<file path="config.mk">
export PLATFORM = sky130hd
export DESIGN_NAME = store_drain_ctrl
export DESIGN_NICKNAME = d
export VERILOG_FILES = /design/src/rtl/store_pkg.sv /design/src/rtl/store_commit_cnt.sv /design/src/rtl/store_drain_ctrl.sv
export SDC_FILE = /design/constraint.sdc
export NUM_CORES = 1
export LEC_CHECK = 0
export ABC_AREA = 1
export BUFFER_PORTS_ARGS = -buffer_cell sky130_fd_sc_hd__buf_2
export CAP_MARGIN = 25
export CORE_ASPECT_RATIO = 1.2
export CORE_MARGIN = 5
export CORE_UTILIZATION = 35
export DETAILED_ROUTE_END_ITERATION = 8
export SLEW_MARGIN = 20
export SYNTH_ARGS = -nofsm -noshare
export SYNTH_HDL_FRONTEND = slang
export SYNTH_SLANG_ARGS = --single-unit
</file>
<file path="constraint.sdc">
create_clock -name clk -period 2.4 [get_ports clk]
set_clock_uncertainty 0.2 [all_clocks]
set_input_delay 0.36 -clock clk [delete_from_list [all_inputs] [get_ports clk]]
set_output_delay 0.36 -clock clk [all_outputs]
set_load 0.01 [all_outputs]
</file>
<file path="src/rtl/store_pkg.sv">
// Shared constants and the drain FSM state type for the store-drain path.
package store_pkg;
  localparam int SQ_DEPTH  = 16;
  localparam int IDX_W     = 4;
  localparam int CNT_W     = 5;
  localparam int ADDR_W    = 32;
  localparam int DATA_W    = 32;
  localparam int BE_W      = DATA_W / 8;
  localparam int MAX_RETRY = 3;

  typedef enum logic [2:0] {
    IDLE,
    REQ,
    WAIT,
    RELEASE,
    ERR
  } drain_state_t;
endpackage

</file>
<file path="src/rtl/store_commit_cnt.sv">
// Counts ROB-committed stores and reports how many are committed but not yet drained.
module store_commit_cnt
  import store_pkg::*;
(
  input  logic             clk,
  input  logic             reset,
  input  logic             st_commit,
  input  logic [CNT_W-1:0] drain_num,
  output logic [CNT_W-1:0] commit_pend,
  output logic             overflow
);

  localparam logic [CNT_W-1:0] FULL = CNT_W'(SQ_DEPTH);

  logic [CNT_W-1:0] committed_num_reg;

  assign commit_pend = committed_num_reg - drain_num;
  // A commit that would exceed the store-queue depth is dropped and flagged.
  assign overflow    = st_commit && (commit_pend == FULL);

  always_ff @(posedge clk or negedge reset) begin
    if (!reset) begin
      committed_num_reg <= '0;
    end else if (st_commit && !overflow) begin
      committed_num_reg <= committed_num_reg + CNT_W'(1);
    end
  end

endmodule

</file>
<file path="src/rtl/store_drain_ctrl.sv">
// Drains executed-and-committed stores, oldest first, from the store-queue head
// into the D-cache write port, retrying failed writes a bounded number of times.
module store_drain_ctrl
  import store_pkg::*;
(
  input  logic              clk,
  input  logic              reset,
  input  logic [CNT_W-1:0]  store_exe_num,
  input  logic              st_commit,
  output logic [IDX_W-1:0]  sq_rd_idx,
  input  logic [ADDR_W-1:0] sq_rd_addr,
  input  logic [DATA_W-1:0] sq_rd_data,
  input  logic [BE_W-1:0]   sq_rd_be,
  output logic              dc_req,
  output logic [ADDR_W-1:0] dc_addr,
  output logic [DATA_W-1:0] dc_wdata,
  output logic [BE_W-1:0]   dc_be,
  input  logic              dc_gnt,
  input  logic              dc_done,
  input  logic              dc_err,
  output logic              sq_release,
  output logic [CNT_W-1:0]  drain_num,
  output logic [CNT_W-1:0]  commit_pend,
  output logic              drain_busy,
  output logic              drain_err
);

  localparam int RETRY_W = $clog2(MAX_RETRY + 1);
  localparam logic [RETRY_W-1:0] RETRY_LIMIT = RETRY_W'(MAX_RETRY);

  drain_state_t       state_reg, state_next;
  logic [CNT_W-1:0]   drain_num_reg;
  logic [RETRY_W-1:0] retry_cnt_reg, retry_cnt_next;
  logic [ADDR_W-1:0]  addr_reg;
  logic [DATA_W-1:0]  data_reg;
  logic [BE_W-1:0]    be_reg;
  logic               drain_err_reg;
  logic               overflow;
  logic               eligible;
  logic               load_payload;
  logic               drain_inc;
  logic [CNT_W-1:0]   exe_pend;

  store_commit_cnt u_commit_cnt (
    .clk         (clk),
    .reset       (reset),
    .st_commit   (st_commit),
    .drain_num   (drain_num_reg),
    .commit_pend (commit_pend),
    .overflow    (overflow)
  );

  // Modular differences keep eligibility correct across counter wrap.
  assign exe_pend = store_exe_num - drain_num_reg;
  assign eligible = (commit_pend != '0) && (exe_pend != '0);

  always_comb begin
    state_next     = state_reg;
    retry_cnt_next = retry_cnt_reg;
    load_payload   = 1'b0;
    drain_inc      = 1'b0;
    case (state_reg)
      IDLE: begin
        if (eligible) begin
          load_payload = 1'b1;
          state_next   = REQ;
        end
      end
      REQ: begin
        if (dc_gnt) state_next = WAIT;
      end
      WAIT: begin
        if (dc_done) begin
          if (!dc_err) begin
            state_next = RELEASE;
          end else if (retry_cnt_reg == RETRY_LIMIT) begin
            state_next = ERR;
          end else begin
            retry_cnt_next = retry_cnt_reg + RETRY_W'(1);
            state_next     = REQ;
          end
        end
      end
      RELEASE: begin
        drain_inc      = 1'b1;
        retry_cnt_next = '0;
        state_next     = IDLE;
      end
      ERR:     state_next = ERR;
      default: state_next = IDLE;
    endcase
  end

  always_ff @(posedge clk or negedge reset) begin
    if (!reset) begin
      state_reg     <= IDLE;
      drain_num_reg <= '0;
      retry_cnt_reg <= '0;
      addr_reg      <= '0;
      data_reg      <= '0;
      be_reg        <= '0;
      drain_err_reg <= 1'b0;
    end else begin
      state_reg     <= state_next;
      retry_cnt_reg <= retry_cnt_next;
      if (drain_inc) drain_num_reg <= drain_num_reg + CNT_W'(1);
      if (load_payload) begin
        addr_reg <= sq_rd_addr;
        data_reg <= sq_rd_data;
        be_reg   <= sq_rd_be;
      end
      drain_err_reg <= drain_err_reg | overflow | (state_next == ERR);
    end
  end

  // Decoding from the async-reset state register drops dc_req the moment reset asserts.
  assign dc_req     = (state_reg == REQ);
  assign sq_release = (state_reg == RELEASE);
  assign drain_busy = (state_reg != IDLE);
  assign drain_err  = drain_err_reg;
  assign drain_num  = drain_num_reg;
  assign sq_rd_idx  = drain_num_reg[IDX_W-1:0];
  assign dc_addr    = addr_reg;
  assign dc_wdata   = data_reg;
  assign dc_be      = be_reg;

endmodule
</file>
# Yosys cells after proc, flatten, opt, wreduce, memory -nomap -nowiden
# Index checks and enable logic that the tools add are counted.
# word_totals
register_bits,84
input_bits,79
out_inout_bits,86
word_cells,48
# classes
addsub,5
eq_ne,10
mux,13
n_bitwise,2
reduce_logical,10
# op_table
op,count
2-to-1 mux 3 bit,5
one-hot mux 3 bit (4 select lines),1
"adder 5 x 1 -> 5 bit, second input constant",2
nonzero test 5 bit,2
subtractor 5 bit,2
"equality test 3 x 2 -> 1 bit, second input constant",2
"equality test 3 bit, second input constant",2
2-to-1 mux 2 bit,3
"inequality test 2 bit, second input constant",3
"equality test 5 bit, second input constant",1
one-hot mux 2 bit (2 select lines),1
AND reduction 4 bit,1
"equality test 3 x 1 -> 1 bit, second input constant",1
logical AND 1 bit,3
logical NOT 3 bit,1
2-to-1 mux 1 bit,3
nonzero test 3 bit,1
"adder 2 x 1 -> 2 bit, second input constant",1
"equality test 2 bit, second input constant",1
bitwise OR 1 bit,2
nonzero test 2 bit,1
logical NOT 1 bit,1

# Logic depth before layout (Yosys ltp)
# Gate-level depths: netlist of the first run.
# depth
ltp_word,7
ltp_mapped,15
depth_no_buf,13

# Cells and area by module
# Synthesis of the first run repeated with hierarchy kept, for this count alone.
# unflattened
hier_cells,464
area_unflattened_um2,3928.8
# by_module_without_submodules
mod,n_inst,cells_each,area_each_um2,seq_area_each_um2
store_drain_ctrl,1,397,3442.1,1976.9
store_commit_cnt,1,67,486.7,125.1

# Least setup slack after synthesis of the first run
# No wires, ideal clock.
# synth_path
kind,register to register
start,"reg drain_num_reg[0], in the netlist drain_num[0]"
end,"reg addr_reg[18], in the netlist dc_addr[18]"
setup_time_ns,0.117
arrival_time_ns,2.104
required_time_ns,2.083
slack_ns,-0.021
stages_incl_launch_ff,10
path_buffers,2
period_less_slack_ns,2.421
cell_sequence,dfrtp_1 -> ha_1 -> inv_1 -> fa_1 -> nor3_2 -> nand3_2 -> buf_4 -> buf_4 -> nand3_1 -> nand2_1
# synth_via
elab_chain_len,5
word_cells_on_any_way,7
cone_classes,2 x add/sub; 2 x mux; 3 x reduce/logical
# synth_lines
element,line_no,text
"start, declared",store_drain_ctrl.sv:32,logic [CNT_W-1:0] drain_num_reg;
"start signal, assigned",store_drain_ctrl.sv:106,if (drain_inc) drain_num_reg <= drain_num_reg + CNT_W'(1);
subtractor 5 bit,store_commit_cnt.sv:17,assign commit_pend = committed_num_reg - drain_num;
net commit_pend[1],store_drain_ctrl.sv:23,"output logic [CNT_W-1:0] commit_pend,"
nonzero test 5 bit,store_drain_ctrl.sv:55,assign eligible = (commit_pend != '0) && (exe_pend != '0);
logical AND 1 bit,store_drain_ctrl.sv:55,
2-to-1 mux 1 bit,store_drain_ctrl.sv:64,if (eligible) begin
2-to-1 mux 1 bit,store_drain_ctrl.sv:62,case (state_reg)
"end signal, assigned",store_drain_ctrl.sv:108,addr_reg <= sq_rd_addr;
"end, declared",store_drain_ctrl.sv:34,logic [ADDR_W-1:0] addr_reg;
# The timed path passes the listed nets, and every way through them passes these cells.
# A chain may end at the register's enable or synchronous reset.

# Final worst setup path of the first run
# layout_path
start,reg u_commit_cnt.committed_num_reg[0]
end,out commit_pend[4]
# layout_via
elab_chain_len,1
# layout_lines
element,line_no,text
"start, declared",store_commit_cnt.sv:15,logic [CNT_W-1:0] committed_num_reg;
"start signal, assigned",store_commit_cnt.sv:25,committed_num_reg <= committed_num_reg + CNT_W'(1);
subtractor 5 bit,store_commit_cnt.sv:17,
"end, declared",store_drain_ctrl.sv:23,
# No other way between the ends.

==> results.json, run 1 <==
{
  "drv_cap": 0,
  "grt.overflow.total": 0,
  "gp_congestion": 0.785,
  "hold_viol_final": 0,
  "dp.cells": 721,
  "grt_pass1_wl_um": 17400,
  "swShare": 0.301,
  "drive_above_1_share": 0.353,
  "tns_ps": 0,
  "die_h_um": 124,
  "place_area_mm2": 0.00480,
  "cts_tree": "yes",
  "path_buf_inv": 4,
  "hold_slack_ps": 52.7,
  "end_kind": "output port",
  "p_per_area_mw_per_mm2": 741,
  "synth_seq_cells": 84,
  "wirelength_um": 11100,
  "peakVddDrop_uv": 381,
  "yosysWarnings": 0,
  "path_delay_family": "adder cells",
  "detail_route.first_pass.iterations": 4,
  "critPathLaunchType": "register",
  "ios": 165,
  "synth_cell_types": 25,
  "numCtsBuffers": 9,
  "path_class": "register to output port",
  "mostFrequentLayoutCell": "nand2_1",
  "critPathRequiredTime_ps": 1840,
  "design_area_mm2": 0.00527,
  "fin_ws_ps": 20.5,
  "p_sw_mw": 1.17,
  "yosysSeqAreaShare": 0.550,
  "critPathMaxStageDelay_ps": 390,
  "fillers": 1048,
  "nNetsFinal": 701,
  "fp-row-count": 41,
  "worstPathCellList": "inv_2 > ha_4 > inv_2 > fa_2 > nand3_2 > nand3_2 > inv_2 > nand2_2 > nand2_2 > buf_6",
  "layout.cells.non_filler": 744,
  "clk_latency_ps": 330,
  "arrival_ps": 1820,
  "sequentialPowerShare": 0.385,
  "cts.sink_count": 84,
  "htree_levels": 3,
  "grt_pass1_vias": 3536,
  "cp_slowest_cell": "fa_2",
  "wire_per_inst_um": 14.9,
  "via_per_inst": 4.78,
  "finalCriticalPeriod_ps": 2380,
  "pre_cts_ws_ps": 15.1,
  "cp_max_fo": 3,
  "fin_crit_sh": 0.991,
  "mappedNetlistNets": 532,
  "numPortBuffers": 164,
  "drc_errors": 0,
  "slew_headroom": 0.658,
  "clkPwrFrac": 0.376,
  "via_count": 3559,
  "drt_iter0_markers": 134,
  "leakagePower_nw": 3.20,
  "combPwrFrac": 0.239,
  "finalMaxSlewViolations": 0,
  "synthesis.area_mm2": 0.00382,
  "synth.avg_cell_area_um2": 8.66,
  "place_hpwl_um": 7700,
  "clockBufferDepth": 2,
  "grt_max_degree": 59,
  "hp-class": "input port to register",
  "dieArea_mm2": 0.0131,
  "p_int_mw": 2.73,
  "final_cell_mix": "172 x nand2_1, 162 x buf_2, 83 x dfrtp_1, 82 x nand3_1, 20 x inv_1",
  "clockRootBuffer": "clkbuf_16",
  "fmax_mhz": 420,
  "initial_core_util": 0.360,
  "synthCells": 441,
  "core_area_mm2": 0.0106,
  "syn_to_final_growth_pct": 37.8,
  "status": "finished, final reports clean",
  "worst_pin_slew_ps": 512,
  "cp_common_cell": "inv_2",
  "setup_viol": 0,
  "n_antenna_cell": 0,
  "r2r_slack_ps": 90,
  "grt_antenna_before_repair": 0,
  "ant_nets": 0,
  "clkTransAtPathRegs_ps": 70,
  "rsz0062_at_grt": "yes",
  "grt_usage": 0.163,
  "die_w_um": 105
}
==> power by group through the flow <==
stage | Sequential [mW] | Clock (mW) | Combinational, mW
finish | 1.50 | 1.47 | 0.934
global route | 1.51 | 1.58 | 1.03
CTS | 1.50 | 1.51 | 0.863
detailed placement | 1.52 | 0 | 0.833
global placement | 1.52 | 0 | 0.808
floorplan | 1.52 | 0 | 0.509
==> cells in the mapped netlist (all sizes together) <==
cell type	count	area, um2
a21boi	1	7.51
a21oi	5	25.0
a22o	1	8.76
buf	18	125
clkbuf	7	26.3
dfrtp	84	2100
fa	1	20.0
ha	11	138
inv	25	93.8
nand2	176	663
nand3	85	430
nand3b	3	22.5
nand4	2	12.5
nor2	8	37.5
nor3	3	20.0
o21ai	2	10.0
xnor2	3	26.3
xor2	6	52.6
==> worst paths after layout <==
kind	from	endpoint	depth (start not counted)
max in group asynchronous	reset	dc_be[0]	3
min in group asynchronous	reset	dc_addr[1]	2
worst max-delay path	u_commit_cnt.committed_num_reg[0]	commit_pend[4]	10
worst min-delay path	sq_rd_addr[20]	dc_addr[20]	3
worst min register to register	dc_addr[14]	dc_addr[14]	2
worst max register to register	u_commit_cnt.committed_num_reg[0]	u_commit_cnt.committed_num_reg[1]	11
==> worst min-delay path: stages <==
cell and delay, ps:
buf_2 70, nand3_1 60, nand2_1 60
==> layout make-up <==
class / instances / area [um2] / share of cell area
Timing Repair Buffer: 183 / 1070 / 0.204
Multi-Input combinational cell: 307 / 1520 / 0.288
Sequential cell: 84 / 2100 / 0.399
Inverter: 25 / 93.8 / 0.0178
Clock inverter: 7 / 88.8 / 0.0169
Clock buffer: 9 / 225 / 0.0428
Tap cell: 129 / 161 / 0.0307
==> kinds of logic (layout without fill, tap and decap cells) <==
kind of cell    Yosys count  in the layout  share of synthesized area
flops                    84             84                      0.550
compound gates            9              9                     0.0134
simple gates            277            277                      0.310
xor+xnor                  9              9                     0.0206
fa+ha+maj                12             12                     0.0413
buf+inv                  50            224                     0.0642
==> stage by stage <==
step,power [mW],utilization
finish,3.90,0.496
global route,4.11,0.496
CTS,3.87,0.484
detailed placement,2.36,0.452
global placement,2.33,0.452
floorplan,2.03,-
==> layer usage <==
layer	share of wire	track usage
met5	0	0
met4	0.013	0.0533
met3	0.096	0.0643
met2	0.48	0.259
met1	0.41	0.201
==> what timing repair did <==
item | CTS | global route
pin swaps | 0 | 5
gates resized for setup | 3 | 16
hold buffers | 1 | 0
endpoints found under the setup margin | 2 | 77
cloned | 0 | 3
endpoints found under the hold margin | 36 | 0
setup buffers | 1 | 2
(Power assumes the default switching activity.)
==> inputs of run 2 (changes only) <==
--- a/config.mk
+++ b/config.mk
@@ -8,10 +8,12 @@
 export ABC_AREA = 1
 export BUFFER_PORTS_ARGS = -buffer_cell sky130_fd_sc_hd__buf_2
 export CAP_MARGIN = 25
+export CELL_PAD_IN_SITES_DETAIL_PLACEMENT = 0
+export CELL_PAD_IN_SITES_GLOBAL_PLACEMENT = 1
 export CORE_ASPECT_RATIO = 1.2
-export CORE_MARGIN = 5
-export CORE_UTILIZATION = 35
+export CORE_UTILIZATION = 31
 export DETAILED_ROUTE_END_ITERATION = 8
+export PLACE_DENSITY_LB_ADDON = 0.1
 export SLEW_MARGIN = 20
 export SYNTH_ARGS = -nofsm -noshare
 export SYNTH_HDL_FRONTEND = slang
==> run 2 against run 1 <==
Net effect:
- the run now ends with setup timing left
- register-to-register slack lost 80 ps
- die area shrank 2.6%
- global-route usage grew 0.30 points
- total power grew 4.1%
- worst hold slack gained 1.0 ps
- non-clock buffer count grew 3
- fmax shrank 1.6%
- highest routed layer unchanged
==> results.json, run 2 (synthesis gave the netlist of run 1 again) <==
{
  "via_count": 3460,
  "fin_ws_ps": -18.9,
  "cts.sink_count": 84,
  "cts_tree": "yes",
  "violations": "setup timing",
  "htree_levels": 3,
  "numPortBuffers": 164,
  "critPathLaunchType": "register",
  "place_hpwl_um": 7060,
  "status": "finished, violations left",
  "wire_per_inst_um": 13.4,
  "r2r_cells": 11,
  "initial_core_util": 0.317,
  "dp.cells": 755,
  "slew_headroom": 0.660,
  "wirelength_um": 10400,
  "arrival_ps": 1860,
  "ant_nets": 0,
  "rsz0062_at_grt": "yes",
  "clockRootBuffer": "clkbuf_16",
  "worst_pin_slew_ps": 511,
  "ios": 165,
  "grt_pass1_wl_um": 16000,
  "fp-row-count": 44,
  "layout.cells.non_filler": 777,
  "reg2reg_to": "dc_addr[3]",
  "hp-start": "sq_rd_addr[6]",
  "finalMaxSlewViolations": 0,
  "leakagePower_nw": 3.21,
  "drv_cap": 0,
  "die_w_um": 103,
  "drt_iter0_markers": 115,
  "end_kind": "output port",
  "clk_latency_ps": 330,
  "hold_viol_final": 0,
  "gp_congestion": 0.749,
  "hp-class": "input port to register",
  "power_mw": 4.06,
  "grt_max_degree": 69,
  "setup.worst_path.end": "commit_pend[4]",
  "mostFrequentLayoutCell": "nand2_1",
  "path_class": "register to output port",
  "n_antenna_cell": 0,
  "setup_viol": 1,
  "hold_slack_ps": 53.7,
  "critPathRequiredTime_ps": 1840,
  "tns_ps": -18.9,
  "nNetsFinal": 704,
  "clockBufferDepth": 2,
  "design_area_mm2": 0.00538,
  "grt_antenna_before_repair": 0,
  "place_area_mm2": 0.00486,
  "fin_crit_sh": 1.01,
  "pre_cts_ws_ps": -91.9,
  "cp_slowest_cell": "fa_2",
  "r2r_start": "u_commit_cnt.committed_num_reg[0]",
  "syn_to_final_growth_pct": 40.7,
  "grt_pass1_vias": 3251,
  "dieArea_mm2": 0.0128,
  "via_per_inst": 4.45,
  "drive_above_1_share": 0.360,
  "worstPathCellList": "inv_2 > ha_4 > inv_2 > fa_2 > nand3_2 > nand3_2 > inv_2 > nand2_2 > nand2_2 > buf_6",
  "drc_errors": 0,
  "fin_util": 0.446,
  "fmax_mhz": 413,
  "peakVddDrop_uv": 372,
  "detail_route.first_pass.iterations": 4,
  "grt.overflow.total": 0,
  "cp_common_cell": "inv_2",
  "core_area_mm2": 0.0121,
  "grt_usage": 0.166,
  "clkTransAtPathRegs_ps": 60,
  "r2r_slack_ps": 10,
  "die_h_um": 124,
  "numCtsBuffers": 9,
  "finalCriticalPeriod_ps": 2420,
  "final_cell_mix": "171 x nand2_1, 162 x buf_2, 83 x dfrtp_1, 79 x nand3_1, 21 x inv_1",
  "p_per_area_mw_per_mm2": 756,
  "startpoint": "u_commit_cnt.committed_num_reg[0]",
  "cp_max_fo": 3,
  "critPathMaxStageDelay_ps": 410
}
==> run 2: cell types whose count changed in the layout (fill, tap and decap cells not counted), sizes merged <==
| cell | previous run | this run |
|---|---|---|
| clkinv | 4 | 0 |
| buf | 180 | 183 |
| clkinvlp | 0 | 2 |
| clkbuf | 11 | 12 |
| inv | 26 | 25 |
==> run 2: final cells by class <==
cell class | instances | area (um2)
inverter | 25 | 93.8
tap | 161 | 201
sequential | 84 | 2100
timing repair buffer | 186 | 1110
multi-input combinational | 307 | 1560
clock buffer | 10 | 239
clock inverter | 4 | 75.1
fill | 1228 | 6680
==> run 2: per-layer routing <==
metal  vias up  track usage  part of all wire
li1       1743            -                 -
met1      1609        0.201              0.43
met2        98        0.277              0.49
met3        10       0.0483             0.064
met4         0       0.0607             0.012
met5         -            0                 0
==> run 2: worst min-delay path by stage <==
stage,slack (ps),endpoint,depth (start not counted)
after floorplan,-140,dc_addr[0],0
after global placement,170,dc_wdata[13],1
after detailed placement,150,dc_wdata[13],1
after global routing,60,dc_wdata[9],3
final,50,dc_addr[6],3
after CTS,50,dc_wdata[31],3
==> run 2: timing repair <==
item                                   CTS  global route
resized for setup                        4            21
gates cloned                             0             2
setup endpoints to repair               70            77
pin swaps                                1             5
endpoints found under the hold margin   34             0
setup buffers                            2             3
hold buffers                             1             0
==> run 2: worst max-delay path: cells and delay by family (launching register included) <==
kind	cells	cell delay (ps)
simple gates	4	310
flops	1	380
fa+ha+maj	2	530
buf+inv	4	310
==> run 2: where the power goes <==
part	internal (mW)	switching (mW)
Sequential	1.45	0.0404
Clock	0.928	0.540
Combinational	0.477	0.624
Total	2.86	1.20
==> inputs of run 3 (changes only) <==
--- a/config.mk
+++ b/config.mk
@@ -14,6 +14,7 @@
 export CORE_UTILIZATION = 31
 export DETAILED_ROUTE_END_ITERATION = 8
 export PLACE_DENSITY_LB_ADDON = 0.1
+export REMOVE_ABC_BUFFERS = 1
 export SLEW_MARGIN = 20
 export SYNTH_ARGS = -nofsm -noshare
 export SYNTH_HDL_FRONTEND = slang
==> run 3 against run 2 <==
Net effect:
- the flow still finishes with violations (setup timing)
- non-clock buffer count is 8 higher
- register-to-register slack lost 99 ps
- largest power group unchanged
- setup slack worse by 70 ps
- count of clock-buffer cells in the layout stayed put
- cell count up 1.2%
- critical path type is now register to register
==> results.json, run 3 (synthesis gave the netlist of run 1 again) <==
{
  "status": "finished, violations left",
  "violations": "setup timing",
  "grt_pass1_wl_um": 16800,
  "numPortBuffers": 164,
  "wirelength_um": 11000,
  "leakagePower_nw": 3.26,
  "setup_viol": 70,
  "wire_per_inst_um": 14.0,
  "final_cell_mix": "171 x nand2_1, 162 x buf_2, 84 x dfrtp_1, 80 x nand3_1, 20 x inv_1",
  "fin_util": 0.451,
  "grt_max_degree": 85,
  "via_count": 3551,
  "drt_iter0_markers": 95,
  "path_delay_family": "simple AND/OR/NAND/NOR gates",
  "clk_latency_ps": 330,
  "numCtsBuffers": 9,
  "nNetsFinal": 712,
  "grt_pass1_vias": 3412,
  "clockRootBuffer": "clkbuf_16",
  "finalCriticalPeriod_ps": 2490,
  "slew_headroom": 0.680,
  "critPathRequiredTime_ps": 2470,
  "drv_cap": 0,
  "drive_above_1_share": 0.366,
  "critPathMaxStageDelay_ps": 400,
  "fp-row-count": 44,
  "clockBufferDepth": 2,
  "ant_nets": 0,
  "path_buf_inv": 3,
  "rsz0062_at_grt": "yes",
  "hp-class": "input port to register",
  "ios": 165,
  "finalMaxSlewViolations": 0,
  "drc_errors": 0,
  "fmax_mhz": 402,
  "layout.cells.non_filler": 786,
  "peakVddDrop_uv": 322,
  "grt_usage": 0.172,
  "place_hpwl_um": 7530,
  "cp_max_fo": 14,
  "gp_congestion": 0.744,
  "die_w_um": 103,
  "worstPathCellList": "inv_2 > ha_4 > inv_4 > fa_2 > xor2_1 > nor3_2 > nand3_2 > nand2_4 > clkbuf_16 > nand2_1 > nand2_1",
  "grt_antenna_before_repair": 0,
  "detail_route.first_pass.iterations": 5,
  "grt.overflow.total": 0,
  "via_per_inst": 4.52,
  "die_h_um": 124,
  "initial_core_util": 0.317,
  "cp_slowest_cell": "fa_2",
  "cts.sink_count": 84,
  "hold_viol_final": 0,
  "arrival_ps": 2560,
  "power_mw": 4.02,
  "hold_slack_ps": 57.8,
  "end_kind": "register",
  "mostFrequentLayoutCell": "nand2_1",
  "htree_levels": 3,
  "cts_tree": "yes",
  "critPathLaunchType": "register",
  "core_area_mm2": 0.0121,
  "tns_ps": -3060,
  "p_per_area_mw_per_mm2": 739,
  "fin_crit_sh": 1.04,
  "syn_to_final_growth_pct": 42.4,
  "n_antenna_cell": 0,
  "dieArea_mm2": 0.0128,
  "path_class": "register to register",
  "clkTransAtPathRegs_ps": 60,
  "dp.cells": 763,
  "worst_pin_slew_ps": 477,
  "fin_ws_ps": -88.7,
  "cp_common_cell": "nand2_1"
}
-- run 3: timing repair --
item	CTS	global route
endpoints found under the hold margin	84	0
cloned	0	3
hold buffers	1	0
resized for setup	7	21
pin swaps	1	5
endpoints found under the setup margin	2	76
buffers inserted	1	3
-- run 3: worst min-delay path: stages --
cell	delay [ps]
buf_2	70
nand3_1	60
nand2_1	60
-- run 3: stage by stage --
stage	setup slack [ps]	cell area, um2
after CTS	-95.5	5270
after floorplan	-1380	3670
after global routing	-171	5440
after global placement	45.5	4920
final	-88.7	5440
after detailed placement	23.3	4920
-- run 3: metal layers --
layer,vias to the layer above,track usage,part of all wire
met5,-,0,0
met4,0,0.0599,0.0073
met3,4,0.0544,0.069
met2,102,0.271,0.48
met1,1673,0.223,0.45
li1,1772,-,-
-- run 3: worst paths after layout --
kind	from	to	slack, ps	cells after the start
min	sq_rd_addr[29]	dc_addr[29]	60	3
min in group asynchronous	reset	u_commit_cnt.committed_num_reg[2]	410	3
max reg2reg	u_commit_cnt.committed_num_reg[0]	dc_addr[31]	-90	11
max	u_commit_cnt.committed_num_reg[0]	dc_addr[31]	-90	11
min reg2reg	dc_wdata[7]	dc_wdata[7]	270	2
max in group asynchronous	reset	state_reg[2]	1220	3
-- run 3: power by group --
part           switching (mW)  internal, mW  total (mW)
registers              0.0517          1.45        1.50
logic                   0.631         0.515        1.15
clock network           0.547         0.823        1.37
total                    1.23          2.79        4.02
-- run 3: layout make-up --
class | instances | area (um2)
clock inverters | 5 | 52.6
multi-input cells | 307 | 1560
inverters | 25 | 96.3
fillers | 1280 | 6620
repair buffers | 194 | 1190
clock buffers | 10 | 239
well taps | 161 | 201
flip-flops and latches | 84 | 2100
